### src/rtl/universal_seq_shift_reg_pkg.sv
// Purpose : shared mode encoding for the universal sequence shift register.
// Latency : n/a (types and constants only).
// Backpress: n/a.
//
// Johnson validity rule used throughout:
//   code(k), k in 0..WIDTH         : k ones filling up from the LSB
//   code(k), k in WIDTH+1..2*WIDTH-1: ones in the top 2*WIDTH-k bits, zeros below
//   A register value is a valid Johnson state only when it equals code(k) for
//   some k < Leff, where Leff = seq_len if 2 <= seq_len <= 2*WIDTH, else 2*WIDTH.
//   All 2*WIDTH codes are distinct, so each valid value has exactly one index.
package universal_seq_shift_reg_pkg;

  localparam logic [1:0] MODE_HOLD    = 2'b00;
  localparam logic [1:0] MODE_JOHNSON = 2'b01;
  localparam logic [1:0] MODE_RING    = 2'b10;
  localparam logic [1:0] MODE_SERIAL  = 2'b11;

  typedef enum logic [1:0] {
    M_HOLD    = MODE_HOLD,
    M_JOHNSON = MODE_JOHNSON,
    M_RING    = MODE_RING,
    M_SERIAL  = MODE_SERIAL
  } mode_e;

  // Smallest legal programmable Johnson length.
  localparam int MIN_SEQ_LEN = 2;

endpackage

### src/rtl/universal_seq_shift_reg_johnson_codec.sv
// Purpose : Johnson code encoder (two inputs) and decoder (index -> pattern).
// Latency : purely combinational, zero cycles.
// Backpress: none; outputs follow inputs.
//
// Ports:
//   i_leff      effective sequence length, valid indices are 0..i_leff-1
//   i_enc_q     value to encode (current register)  -> o_q_valid, o_q_index
//   i_enc_d     second value checked for validity   -> o_d_valid (load check)
//   i_dec_index index to expand                      -> o_dec_code
module universal_seq_shift_reg_johnson_codec
  import universal_seq_shift_reg_pkg::*;
#(
  parameter int WIDTH = 4,
  parameter int LW    = 4
) (
  input  logic [LW-1:0]    i_leff,
  input  logic [WIDTH-1:0] i_enc_q,
  output logic             o_q_valid,
  output logic [LW-1:0]    o_q_index,
  input  logic [WIDTH-1:0] i_enc_d,
  output logic             o_d_valid,
  input  logic [LW-1:0]    i_dec_index,
  output logic [WIDTH-1:0] o_dec_code
);

  // Bit b of code(k): below the fill point while filling (k <= WIDTH),
  // at or above the drain point while draining (k > WIDTH).
  function automatic logic [WIDTH-1:0] code_of(input int k);
    logic [WIDTH-1:0] c;
    c = '0;
    for (int b = 0; b < WIDTH; b++) begin
      c[b] = (k <= WIDTH) ? (b < k) : (b >= k - WIDTH);
    end
    return c;
  endfunction

  logic          w_q_hit;
  logic [LW-1:0] w_q_idx;
  logic          w_d_hit;
  logic [LW-1:0] w_d_idx;

  // Exhaustive match against every code; codes are unique so at most one hits.
  always_comb begin
    w_q_hit = 1'b0;
    w_q_idx = '0;
    w_d_hit = 1'b0;
    w_d_idx = '0;
    for (int k = 0; k < 2*WIDTH; k++) begin
      if (i_enc_q == code_of(k)) begin
        w_q_hit = 1'b1;
        w_q_idx = LW'(k);
      end
      if (i_enc_d == code_of(k)) begin
        w_d_hit = 1'b1;
        w_d_idx = LW'(k);
      end
    end
  end

  // A code beyond the programmed length is treated the same as a non-code.
  assign o_q_valid  = w_q_hit && (w_q_idx < i_leff);
  assign o_q_index  = o_q_valid ? w_q_idx : '0;
  assign o_d_valid  = w_d_hit && (w_d_idx < i_leff);
  assign o_dec_code = code_of(int'(i_dec_index));

endmodule

### src/rtl/universal_seq_shift_reg.sv
// Purpose : multi-mode sequence shift register (Johnson / ring / serial / hold)
//           with parallel load, terminal count and illegal-state correction.
// Latency : q and err update one clk edge after inputs; step and tc are
//           combinational from q and the current control inputs.
// Backpress: none; en=0 stalls the sequence, load always takes effect.
//
// Ports:
//   clk, rst_n  clock (rising edge) and asynchronous active-low reset
//   en          advance enable          mode   00 hold/01 johnson/10 ring/11 serial
//   dir         1 = up/left, 0 = down/right
//   load, d     synchronous parallel load of d (checked in johnson/ring)
//   ser_in      serial input bit        seq_len Johnson length (2..2*WIDTH legal)
//   q           register contents       step   Johnson index of q, 0 if invalid
//   tc          terminal count          err    one-cycle pulse on correction
module universal_seq_shift_reg
  import universal_seq_shift_reg_pkg::*;
#(
  parameter  int WIDTH = 4,
  localparam int LW    = $clog2(2*WIDTH) + 1
) (
  input  logic             clk,
  input  logic             rst_n,
  input  logic             en,
  input  logic [1:0]       mode,
  input  logic             dir,
  input  logic             load,
  input  logic [WIDTH-1:0] d,
  input  logic             ser_in,
  input  logic [LW-1:0]    seq_len,
  output logic [WIDTH-1:0] q,
  output logic [LW-1:0]    step,
  output logic             tc,
  output logic             err
);

  localparam logic [LW-1:0]    FULL_LEN = LW'(2*WIDTH);
  localparam logic [LW-1:0]    MIN_LEN  = LW'(MIN_SEQ_LEN);
  localparam logic [WIDTH-1:0] RING_SEED = WIDTH'(1);

  logic [WIDTH-1:0] r_q;
  logic             r_err;

  mode_e            w_mode;
  logic [LW-1:0]    w_leff;
  logic             w_q_valid;
  logic [LW-1:0]    w_step;
  logic             w_d_valid;
  logic [LW-1:0]    w_j_next_idx;
  logic [WIDTH-1:0] w_j_next_code;
  logic             w_q_onehot;
  logic             w_d_onehot;
  logic [WIDTH-1:0] w_q_nxt;
  logic             w_err_nxt;
  logic             w_tc;

  assign w_mode = mode_e'(mode);

  // Out-of-range lengths fall back to the full 2*WIDTH cycle.
  assign w_leff = ((seq_len >= MIN_LEN) && (seq_len <= FULL_LEN)) ? seq_len : FULL_LEN;

  universal_seq_shift_reg_johnson_codec #(
    .WIDTH (WIDTH),
    .LW    (LW)
  ) u_codec (
    .i_leff      (w_leff),
    .i_enc_q     (r_q),
    .o_q_valid   (w_q_valid),
    .o_q_index   (w_step),
    .i_enc_d     (d),
    .o_d_valid   (w_d_valid),
    .i_dec_index (w_j_next_idx),
    .o_dec_code  (w_j_next_code)
  );

  // Next Johnson index, wrapping modulo the effective length.
  always_comb begin
    w_j_next_idx = '0;
    if (dir) begin
      w_j_next_idx = (w_step == w_leff - LW'(1)) ? '0 : w_step + LW'(1);
    end else begin
      w_j_next_idx = (w_step == '0) ? w_leff - LW'(1) : w_step - LW'(1);
    end
  end

  assign w_q_onehot = $onehot(r_q);
  assign w_d_onehot = $onehot(d);

  // Next-state: load wins over stepping; err is a single-cycle pulse so it
  // defaults low and is raised only by a correction in this cycle.
  always_comb begin
    w_q_nxt   = r_q;
    w_err_nxt = 1'b0;
    if (load) begin
      w_q_nxt = d;
      if ((w_mode == M_JOHNSON) && !w_d_valid) begin
        w_q_nxt   = '0;
        w_err_nxt = 1'b1;
      end else if ((w_mode == M_RING) && !w_d_onehot) begin
        w_q_nxt   = RING_SEED;
        w_err_nxt = 1'b1;
      end
    end else if (en) begin
      case (w_mode)
        M_JOHNSON: begin
          // Covers entry from another mode and a seq_len cut below the
          // current index: both land here as an invalid q.
          if (w_q_valid) begin
            w_q_nxt = w_j_next_code;
          end else begin
            w_q_nxt   = '0;
            w_err_nxt = 1'b1;
          end
        end
        M_RING: begin
          if (w_q_onehot) begin
            w_q_nxt = dir ? {r_q[WIDTH-2:0], r_q[WIDTH-1]}
                          : {r_q[0], r_q[WIDTH-1:1]};
          end else begin
            w_q_nxt   = RING_SEED;
            w_err_nxt = 1'b1;
          end
        end
        M_SERIAL: begin
          w_q_nxt = dir ? {r_q[WIDTH-2:0], ser_in}
                        : {ser_in, r_q[WIDTH-1:1]};
        end
        default: begin
          w_q_nxt = r_q;
        end
      endcase
    end
  end

  // Terminal count marks the last state before the wrap in the active direction.
  always_comb begin
    w_tc = 1'b0;
    case (w_mode)
      M_JOHNSON: w_tc = en && w_q_valid &&
                        (dir ? (w_step == w_leff - LW'(1)) : (w_step == '0));
      M_RING:    w_tc = en && w_q_onehot && (dir ? r_q[WIDTH-1] : r_q[0]);
      default:   w_tc = 1'b0;
    endcase
  end

  always_ff @(posedge clk or negedge rst_n) begin
    if (!rst_n) begin
      r_q   <= '0;
      r_err <= 1'b0;
    end else begin
      r_q   <= w_q_nxt;
      r_err <= w_err_nxt;
    end
  end

  assign q    = r_q;
  assign err  = r_err;
  assign step = w_step;
  assign tc   = w_tc;

endmodule

### config.mk
export PLATFORM = sky130hd
export DESIGN_NAME = universal_seq_shift_reg
export DESIGN_NICKNAME = d
export VERILOG_FILES = /design/src/rtl/universal_seq_shift_reg_pkg.sv /design/src/rtl/universal_seq_shift_reg_johnson_codec.sv /design/src/rtl/universal_seq_shift_reg.sv
export SDC_FILE = /design/constraint.sdc
export NUM_CORES = 1
export LEC_CHECK = 0
export ABC_AREA = 1
export BUFFER_PORTS_ARGS = -buffer_cell sky130_fd_sc_hd__buf_2
export CAP_MARGIN = 10
export CORE_AREA = 4 4 74 76
export DETAILED_ROUTE_END_ITERATION = 16
export DIE_AREA = 0 0 78 80
export PLACE_DENSITY = 0.52
export SLEW_MARGIN = 20
export SYNTH_ARGS = -nofsm -noshare
export SYNTH_HDL_FRONTEND = slang
export SYNTH_SLANG_ARGS = --single-unit
### constraint.sdc
create_clock -name clk -period 3.7 [get_ports clk]
set_input_delay 0.555 -clock clk [delete_from_list [all_inputs] [get_ports clk]]
set_output_delay 0.555 -clock clk [all_outputs]
set_load 0.01 [all_outputs]
After elaboration in Yosys (flattened, before gate mapping)
Cells that the tools add are included.
{ "totals": {"word_cells": 120, "output_inout_bits": 10, "register_bits": 5} }
{ "op_classes": {"mux": 58, "n_eq_ne": 20, "n_addsub": 10, "reduce_logical": 17, "n_lt_le_gt_ge": 13} }
{ "ops": {"columns": ["cell", "n"], "rows": [
  [">= comparator 3 x 32 -> 1 bit (first input constant)", 2],
  ["2-to-1 mux 4 bit", 12],
  ["== test 4 bit (second input constant)", 8],
  [">= comparator 1 x 32 -> 1 bit (first input constant)", 1],
  [">= comparator 2 x 32 -> 1 bit (first input constant)", 1],
  ["2-to-1 mux 1 bit", 30],
  ["2-to-1 mux 3 bit", 9],
  ["logical NOT 4 bit", 3],
  ["one-hot mux 4 bit (3 select lines)", 1],
  ["logical AND 1 bit", 9],
  ["adder 1 x 1 -> 2 bit", 4],
  ["== test 4 x 1 -> 1 bit (second input constant)", 2],
  ["== test 4 x 2 -> 1 bit (second input constant)", 2],
  ["== test 4 x 3 -> 1 bit (second input constant)", 2],
  ["less-than comparator 1 x 4 -> 1 bit (first input constant)", 2],
  ["less-than comparator 2 x 4 -> 1 bit (first input constant)", 2],
  ["less-than comparator 3 x 4 -> 1 bit", 2],
  ["2-to-1 mux 2 bit", 4],
  ["subtractor 4 x 1 -> 4 bit (second input constant)", 2],
  ["adder 2 x 2 -> 3 bit", 2],
  ["== test 3 x 1 -> 1 bit (second input constant)", 2],
  ["subtractor 4 x 3 -> 5 bit (second input constant)", 1],
  ["adder 4 x 1 -> 4 bit (second input constant)", 1],
  ["== test 2 bit (second input constant)", 2],
  ["other kinds (10)", 12]
]} }

Longest topological paths before layout
Gate-level depths: netlist of the first run.
{ "depth": {"word_depth": 21, "mapped_depth": 29} }

By module
From an unflattened synthesis of the first run, not the netlist that was laid out.
{ "hier_totals": {"cells_unflattened": 259, "hier_area_um2": 1508.9} }
{ "by_module_without_submodules": {"columns": ["mod", "area_each_um2", "n_inst", "cells_per_inst", "seq_area_each_um2"], "rows": [
  ["universal_seq_shift_reg", 967.2, 1, 151, 125.1],
  ["universal_seq_shift_reg_johnson_codec", 541.8, 1, 108, 0.0]
]} }

Least setup slack after synthesis of the first run
OpenSTA, ideal clock, no wires.
{ "synth_path": {"kind": "in2reg", "start": "input seq_len[2]", "end": "register r_q[1] (netlist: q[1])", "arrival_ps": 3443, "setup_ps": 65, "cell_stages": 23, "slack_ps": 192, "n_path_buf": 0, "cell_sequence": "o21ai_2 > inv_1 > o21ai_0 > ha_1 > nand2_1 > nand2_2 > nand2_4 > nand4_2 > ha_1 > nand2_2 > nand2_1 > nor4_1 > nor2_1 > ha_1 > nor2_1 > nand2_1 > o21bai_1 > nand2_1 > nand2_1 > nand2_1 > nand2_1 > nand2_1 > nand2_1"} }
{ "synth_between": {"elab_chain_cells": 16, "elab_cells_between_ends": 29} }
{ "synth_rtl": {"columns": ["item", "line", "rtl"], "rows": [
  ["from (decl)", "universal_seq_shift_reg.sv:29", "input logic [LW-1:0] seq_len,"],
  [">= comparator 4 x 2 -> 1 bit / <= comparator 4 bit (equally long branches)", "universal_seq_shift_reg.sv:59", "assign w_leff = ((seq_len >= MIN_LEN) && (seq_len <= FULL_LEN)) ? seq_len : FULL_LEN;"],
  ["logical AND 1 bit", "universal_seq_shift_reg.sv:59", null],
  ["2-to-1 mux 4 bit (*)", "universal_seq_shift_reg.sv:59", null],
  ["less-than comparator 3 x 4 -> 1 bit", "universal_seq_shift_reg_johnson_codec.sv:61", "assign o_q_valid = w_q_hit && (w_q_idx < i_leff);"],
  ["logical AND 1 bit", "universal_seq_shift_reg_johnson_codec.sv:61", null],
  ["2-to-1 mux 3 bit", "universal_seq_shift_reg_johnson_codec.sv:62", "assign o_q_index = o_q_valid ? w_q_idx : '0;"],
  ["subtractor 4 x 1 -> 4 bit (tied with other cells)", "universal_seq_shift_reg.sv:81", "w_j_next_idx = (w_step == '0) ? w_leff - LW'(1) : w_step - LW'(1);"],
  ["2-to-1 mux 4 bit (on tied branches)", "universal_seq_shift_reg.sv:81, universal_seq_shift_reg.sv:79", null],
  ["2-to-1 mux 4 bit", "universal_seq_shift_reg.sv:78", "if (dir) begin"],
  ["subtractor 4 x 3 -> 5 bit", "universal_seq_shift_reg_johnson_codec.sv:32", "c[b] = (k <= WIDTH) ? (b < k) : (b >= k - WIDTH);"],
  [">= comparator 2 x 32 -> 1 bit", "universal_seq_shift_reg_johnson_codec.sv:32", null],
  ["2-to-1 mux 1 bit", "universal_seq_shift_reg_johnson_codec.sv:32", null],
  ["2-to-1 mux 4 bit", "universal_seq_shift_reg.sv:107", "if (w_q_valid) begin"],
  ["one-hot mux 4 bit (3 select lines)", "universal_seq_shift_reg.sv:103", "case (w_mode)"],
  ["2-to-1 mux 4 bit", "universal_seq_shift_reg.sv:102", "end else if (en) begin"],
  ["2-to-1 mux 4 bit (*)", "universal_seq_shift_reg.sv:93", "if (load) begin"],
  ["to (signal assigned)", "universal_seq_shift_reg.sv:150", "r_q <= w_q_nxt;"],
  ["to (decl)", "universal_seq_shift_reg.sv:40", "logic [WIDTH-1:0] r_q;"]
]} }
Every way passes the cells marked *; elsewhere a longest branch is shown, timed or not. The select of a mux whose other input is x is not followed.
A chain may end at the register's enable or synchronous reset.

Final worst setup path of the first run
{ "layout_path": {"start": "register r_q[0] (netlist: q[0])", "end": "output tc"} }
{ "layout_between": {"elab_chain_cells": 15, "elab_cells_between_ends": 38} }
{ "layout_rtl": {"columns": ["item", "line", "rtl"], "rows": [
  ["== test 4 x 1 -> 1 bit / logical NOT 4 bit (equally long branches)", "universal_seq_shift_reg_johnson_codec.sv:49", "if (i_enc_q == code_of(k)) begin"],
  ["2-to-1 mux 1 bit", "universal_seq_shift_reg_johnson_codec.sv:49", null],
  ["2-to-1 mux 2 bit / 2-to-1 mux 1 bit (equally long branches) (2 in series)", "universal_seq_shift_reg_johnson_codec.sv:49", null],
  ["2-to-1 mux 3 bit / 2-to-1 mux 1 bit (equally long branches) (4 in series)", "universal_seq_shift_reg_johnson_codec.sv:49", null],
  ["less-than comparator 3 x 4 -> 1 bit / 2-to-1 mux 1 bit (equally long branches)", "universal_seq_shift_reg_johnson_codec.sv:61, universal_seq_shift_reg_johnson_codec.sv:49", null],
  ["logical AND 1 bit", "universal_seq_shift_reg_johnson_codec.sv:61", null],
  ["2-to-1 mux 3 bit", "universal_seq_shift_reg_johnson_codec.sv:62", null],
  ["== test 4 bit / logical NOT 4 bit (equally long branches)", "universal_seq_shift_reg.sv:139", "(dir ? (w_step == w_leff - LW'(1)) : (w_step == '0));"],
  ["2-to-1 mux 1 bit", "universal_seq_shift_reg.sv:139", null],
  ["logical AND 1 bit", "universal_seq_shift_reg.sv:138", "M_JOHNSON: w_tc = en && w_q_valid &&"],
  ["one-hot mux 1 bit (2 select lines) (*)", "universal_seq_shift_reg.sv:137", "case (w_mode)"],
  ["to (decl)", "universal_seq_shift_reg.sv:32", "output logic tc,"]
]} }
Every way passes the cells marked *; elsewhere a longest branch is shown, timed or not.

==> metrics.txt, run 1 <==
full die area ~0.0062 mm²; total CTS buffers 3; most frequent cells in the layout nand2_1 (47), inv_1 (47), buf_2 (24); sequential share of the synthesized area 0.0763; Port Buffers 24; Worst EP required about 3.1 ns; Power per Cell Area roughly 420 mW/mm²; maximum vdd drop between 200 and 250 µV; Final Hold Viols 0; post-route minimum period about 3.5 ns; CP max stage cell dfrtp_2; layout cells sized above 1 0.360; WL/cell 11.8 µm; CP Cell Sequence ha_4, nand2_2, nor2_2, inv_1, and3_1, inv_2, ha_4, nand2_2, nand2_2, nand2_4, nand4_4, nand2_1, inv_1, nor2_1, nand3_2, nand2_2, buf_4, nand3_1, a21oi_1, buf_2; startpoint types flip-flop; Reg2Reg Depth 27; gpl congestion 0.829; CTS Root Cell clkbuf_8; worst r2r dst q[1]$_DFFE_PN0P_; CP peak stage delay between 0.4 and 0.5 ns; I/O pins 26; remaining global-route overflow 0; Inst Count DP between 300 and 400; Antenna diodes 0; RR Startpoint q[0]$_DFFE_PN0P_; CTS HTree Levels 1; register area between 100 and 150 µm²; Via-to-Cell Ratio 4.62; Mapped Cells roughly 250; DR pass1 iterations 4; CP arrival roughly 2.9 ns; largest net degree at the start of global routing 18; Crit path max-delay family simple AND/OR/NAND/NOR gates; first-pass GRT wire length 6790 µm; Top cell by count, worst path nand2_2; Worst R2R Setup Slack ~0.24 ns; Worst setup EP type primary output; nets 338; Tot GR Track Use 0.131; clock buffer depth 2; Post-synth EDFFs 0; routed wire length between 4000 and 5000 µm; Worst-Skew Late Latency between 0.2 and 0.25 ns; Distinct cells, synth 45; Pins Over Slew Limit 0; Async S/R FF share, synth 1.00; FILL cells between 500 and 600; Post-DRT Antenna Nets 0; mean area per synthesized cell between 6 and 7 µm²; fin cells 359; Die Y ~80 µm; core area ~0.0047 mm²; CP Class flip-flop to primary output; DP Area roughly 0.0019 mm²; post-route setup TNS 0 ns; Final setup viols 0; FF+latch count, synth 5; crit path max fanout 6; Leak Pwr 1.14 nW; Fmax achieved around 290 MHz; Hold WC Path Type input pin to async pin; Tot Pwr about 0.0009 W; clk slew on worst S/H paths roughly 0.04 ns; drt initial violations 73; multi-input logic area between 0.001 and 0.0015 mm²; P&R area growth vs syn 31.5%; vias in the first global route 1,523; num rows 25; CTS Hold Buffers Added 0; number of cells on the critical path 20; Die W approximately 80 µm; Max-cap violations 0; DPL Wire Length about 3300 µm; Final Cell Area approximately 0.0022 mm²; outcome completed; Yosys warnings 0; Post-Syn Area 0.00164 mm²; DRC 0; Initial Util 0.347; Final Skew around 0.0020 ns; initial antenna violation count 0; Via Count ~1,700; Buffers & Inverters on Critical Path 5; TritonCTS clock tree yes; Top FF cell, synth dfrtp_1; Synth Net Count roughly 290; clk sinks 5; Final Cycle Share 0.939
==> sequential cells by signal (all words and copies together) (netlist names) <==
register  count
q             4
err           1
==> power breakdown <==
group	total [W]	switching (W)	internal [W]
Combinational	0.000716	0.000420	0.000296
Clock	0.000104	0.0000310	0.0000726
Sequential	0.0000865	0.0000202	0.0000663
==> final cells by class <==
| class | count | area share |
|---|---|---|
| multi-input combinational | 185 | 0.658 |
| sequential | 5 | 0.0592 |
| clock buffer | 3 | 0.0192 |
| tap | 67 | 0.0389 |
| clock inverter | 1 | 0.00232 |
| timing repair buffer | 45 | 0.131 |
| inverter | 53 | 0.0923 |
==> through the flow <==
stage | setup WS [ns] | hold slack, ns | util
global placement | 0.0556 | 0.384 | 0.403
finish | 0.226 | 0.137 | 0.456
CTS | 0.0304 | 0.137 | 0.413
detailed placement | 0.0325 | 0.380 | 0.403
floorplan | 0.192 | 0.259 | -
global route | -0.0370 | 0.138 | 0.456
==> cell usage after synthesis, drive strengths merged (2+ instances only) <==
| master | instances | area share |
|---|---|---|
| xor2 | 2 | 0.015 |
| buf | 4 | 0.017 |
| o211ai | 4 | 0.024 |
| fa | 2 | 0.024 |
| nand3 | 13 | 0.064 |
| nand2 | 63 | 0.18 |
| nand3b | 2 | 0.0092 |
| a211oi | 2 | 0.0092 |
| clkinv | 2 | 0.0046 |
| a21oi | 11 | 0.036 |
| ha | 27 | 0.21 |
| xnor2 | 2 | 0.011 |
| nor2 | 24 | 0.069 |
| nand4 | 3 | 0.028 |
| nor4 | 3 | 0.011 |
| inv | 51 | 0.12 |
| o21ai | 16 | 0.051 |
| dfrtp | 5 | 0.076 |
==> routing by layer <==
layer,global-route usage,up-vias,routed length [µm],part of all wire
met1,0.177,739,2070,0.49
met5,0,-,0,0
met2,0.222,39,1990,0.47
met4,0.0210,0,31,0.0073
met3,0.0192,4,153,0.036
li1,-,876,-,-
==> timing repair <==
action	CTS	global route
resized for setup	0	33
buffers inserted	0	9
endpoints found under the setup margin	0	5
==> worst register-to-register path, stage by stage, from the launching register on <==
cell and delay (ns):
dfrtp_2 0.46, ha_4 0.19, nand2_2 0.06, nor2_2 0.04, inv_1 0.08, and3_1 0.16
inv_2 0.06, ha_4 0.23, nand2_2 0.06, nand2_2 0.06, nand2_4 0.12, nand4_4 0.18
nor2_2 0.14, nor2_1 0.05, nand3_2 0.09, nand2_2 0.08, nor4_4 0.28, nor2_2 0.09
ha_1 0.29, nor2_2 0.10, nand2_1 0.05, o21bai_1 0.14, nand2_1 0.07, nand2_1 0.06
nand2_1 0.06, nand2_1 0.08, nand2_1 0.05, nand2_1 0.06
==> cells by family (layout without fill, tap and decap cells) <==
family	after synthesis	count (layout)	synth area share
other cells	1	1	0.00229
xor+xnor	4	4	0.0260
fa+ha+maj	29	29	0.231
flops	5	5	0.0763
compound gates	40	40	0.155
simple gates	111	111	0.372
buf+inv	57	102	0.138
==> worst max-delay path by stage <==
stage / endpoint / slack [ns] / startpoint
finish: tc / 0.23 / q[0]$_DFFE_PN0P_
global route: q[1]$_DFFE_PN0P_ / -0.04 / q[1]$_DFFE_PN0P_
CTS: q[1]$_DFFE_PN0P_ / 0.03 / q[0]$_DFFE_PN0P_
detailed placement: q[1]$_DFFE_PN0P_ / 0.03 / q[0]$_DFFE_PN0P_
global placement: q[1]$_DFFE_PN0P_ / 0.06 / q[0]$_DFFE_PN0P_
floorplan: q[1]$_DFFE_PN0P_ / 0.19 / seq_len[2]
Note: power is estimated with default switching activity, not from simulation.
==> run 2: changes to the inputs <==
--- a/config.mk
+++ b/config.mk
@@ -8,10 +8,12 @@
 export ABC_AREA = 1
 export BUFFER_PORTS_ARGS = -buffer_cell sky130_fd_sc_hd__buf_2
 export CAP_MARGIN = 10
+export CELL_PAD_IN_SITES_DETAIL_PLACEMENT = 1
+export CELL_PAD_IN_SITES_GLOBAL_PLACEMENT = 1
 export CORE_AREA = 4 4 74 76
 export DETAILED_ROUTE_END_ITERATION = 16
 export DIE_AREA = 0 0 78 80
-export PLACE_DENSITY = 0.52
+export PLACE_DENSITY = 0.69
 export SLEW_MARGIN = 20
 export SYNTH_ARGS = -nofsm -noshare
 export SYNTH_HDL_FRONTEND = slang
==> run 2 against run 1 <==
Sequential share of layout area grew 0.11 points. Setup slack gained 0.015 ns. Sequential power shrank 2%. Die area is the same. Maximum frequency grew 0.43%. Clock-buffer cell count is the same. Via count grew 1.2%. Register-to-register slack is essentially flat. Cell count shrank 1.1%.
==> metrics.txt, run 2 (same netlist as run 1, synthesis figures left out) <==
DR pass1 iterations 4 (unchanged); Power per Cell Area 424 mW/mm² (+0.99%); drt initial violations 42 (-42%); Fmax achieved 289 MHz (+0.43%); Die W 78 µm (unchanged); Worst setup EP type flip-flop; Port Buffers 24 (unchanged); Die Y 80 µm (unchanged); maximum vdd drop 211 µV (-15%); worst r2r dst q[1]$_DFFE_PN0P_; total CTS buffers 3 (unchanged); I/O pins 26 (unchanged); Final Skew 0.00482 ns (+0.00283 ns); DRC 0 (unchanged); clk slew on worst S/H paths 0.04 ns (about the same); Post-DRT Antenna Nets 0 (unchanged); Antenna diodes 0 (unchanged); Worst-Skew Late Latency 0.23 ns (about the same); nets 334 (-1.2%); first-pass GRT wire length 7670 µm (+13%); routed wire length 4620 µm (+9.0%); Pins Over Slew Limit 0 (unchanged); Reg2Reg Depth 26 (-3.7%); Final Cycle Share 0.935 (-0.00399); RR Startpoint q[0]$_DFFE_PN0P_; clk sinks 5 (unchanged); post-route setup TNS 0 ns (unchanged); WL/cell 13.0 µm (+10%); post-route minimum period 3.46 ns (-0.0148 ns); TritonCTS clock tree yes; Tot Pwr 0.000898 W (-0.83%); gpl congestion 0.785 (-5.3%); Tot GR Track Use 0.149 (+0.0189); Max-cap violations 0 (unchanged); most frequent cells in the layout nand2_1 (48), inv_1 (46), buf_2 (24); Worst EP required 3.87 ns (+0.73 ns); startpoint types flip-flop; initial antenna violation count 0 (unchanged); CTS Hold Buffers Added 0 (unchanged); CP arrival 3.63 ns (+0.71 ns); Via-to-Cell Ratio 4.73 (+2.3%); crit path max fanout 6 (unchanged); FILL cells 614 (+21%); max FFs per register 4 (unchanged); vias in the first global route 1,646 (+8.1%); CTS Root Cell clkbuf_8; DPL Wire Length 3720 µm (+13%); CP Class flip-flop to flip-flop; Final Hold Viols 0 (unchanged); CTS HTree Levels 1 (unchanged); outcome completed; P&R area growth vs syn 29.2%; most common library cell in the layout ignoring fill and taps nand2_1; Hold WC Path Type input pin to async pin; Worst R2R Setup Slack 0.24 ns (about the same); Leak Pwr 1.12 nW (-1.0%); full die area 0.00624 mm² (unchanged); Via Count 1,678 (+1.2%); num rows 25 (unchanged); largest net degree at the start of global routing 18 (unchanged); Initial Util 0.347 (unchanged); crit path to q[1]$_DFFE_PN0P_; core area 0.00472 mm² (unchanged); Final setup viols 0 (unchanged); Setup crit start q[0]$_DFFE_PN0P_; remaining global-route overflow 0 (unchanged); layout cells sized above 1 0.330 (-0.0297); clock buffer depth 2 (unchanged)
## run 2: changes by cell type in the layout (fill, tap and decap cells not counted), moves of 3 or more
cell | previous run | this run
buf_4 | 20 | 16
nand2_2 | 10 | 7
nor2_1 | 15 | 18
nor2_2 | 8 | 5
## run 2: metrics by stage
stage	setup slack [ns]	cell area, µm²	std cells	util	hold slack, ns
2_1_floorplan	0.192	1640	247	-	0.259
3_3_place_gp	0.115	1910	347	0.405	0.382
3_5_place_dp	0.0524	1910	347	0.405	0.380
4_1_cts	0.0368	1960	351	0.415	0.135
5_1_grt	-0.0578	2120	355	0.448	0.134
6_report	0.241	2120	355	0.448	0.138
## run 2: layer usage
metal  up-vias  part of all wire  track usage
met3         4             0.026       0.0135
met4         0             0.011       0.0315
li1        868                 -            -
met2        28              0.50        0.255
met5         -                 0            0
met1       778              0.47        0.204
## run 2: timing repair
item,4_1_cts,5_1_grt
buffers inserted,0,4
gates resized for setup,0,29
setup endpoints to repair,0,5
## run 2: critical path, cell delays in order (launching register included)
cell and delay [ns]:
dfrtp_2 0.46, ha_4 0.18, nand2_1 0.07, nor2_2 0.05, inv_2 0.06, and3_1 0.15
inv_2 0.06, ha_1 0.28, nand2_1 0.08, nand2_2 0.07, nand2_4 0.12, nand4_4 0.19
ha_4 0.24, nand2_4 0.10, nand2_4 0.06, nor4_4 0.22, nor2_2 0.08, ha_1 0.29
nor2_1 0.10, nand2_1 0.06, o21bai_1 0.11, nand2_1 0.07, nand2_1 0.06, nand2_1 0.06
nand2_1 0.07, nand2_1 0.05, nand2_1 0.05
## run 2: final cells by class
| cell class | instances | area, µm² | share of cell area |
|---|---|---|---|
| Tap cell | 67 | 83.8 | 0.0396 |
| Multi-Input combinational cell | 185 | 1410 | 0.665 |
| Clock inverter | 1 | 5.00 | 0.00236 |
| Clock buffer | 3 | 41.3 | 0.0195 |
| Inverter | 53 | 199 | 0.0940 |
| Timing Repair Buffer | 41 | 251 | 0.119 |
| Sequential cell | 5 | 128 | 0.0603 |
## run 2: power breakdown
group / leakage [nW] / internal [W] / switching (W)
Clock: 0.0255 / 0.0000730 / 0.0000345
Combinational: 1.04 / 0.000289 / 0.000417
Sequential: 0.0596 / 0.0000662 / 0.0000187
## run 2: worst min path at each step
| stage | start | end | slack, ns |
|---|---|---|---|
| after floorplan | rst_n | err$_DFF_PN0_ | 0.26 |
| after global placement | rst_n | err$_DFF_PN0_ | 0.38 |
| after detailed placement | rst_n | q[3]$_DFFE_PN0P_ | 0.38 |
| after CTS | rst_n | q[3]$_DFFE_PN0P_ | 0.14 |
| after global routing | rst_n | q[3]$_DFFE_PN0P_ | 0.13 |
| final | rst_n | q[3]$_DFFE_PN0P_ | 0.14 |
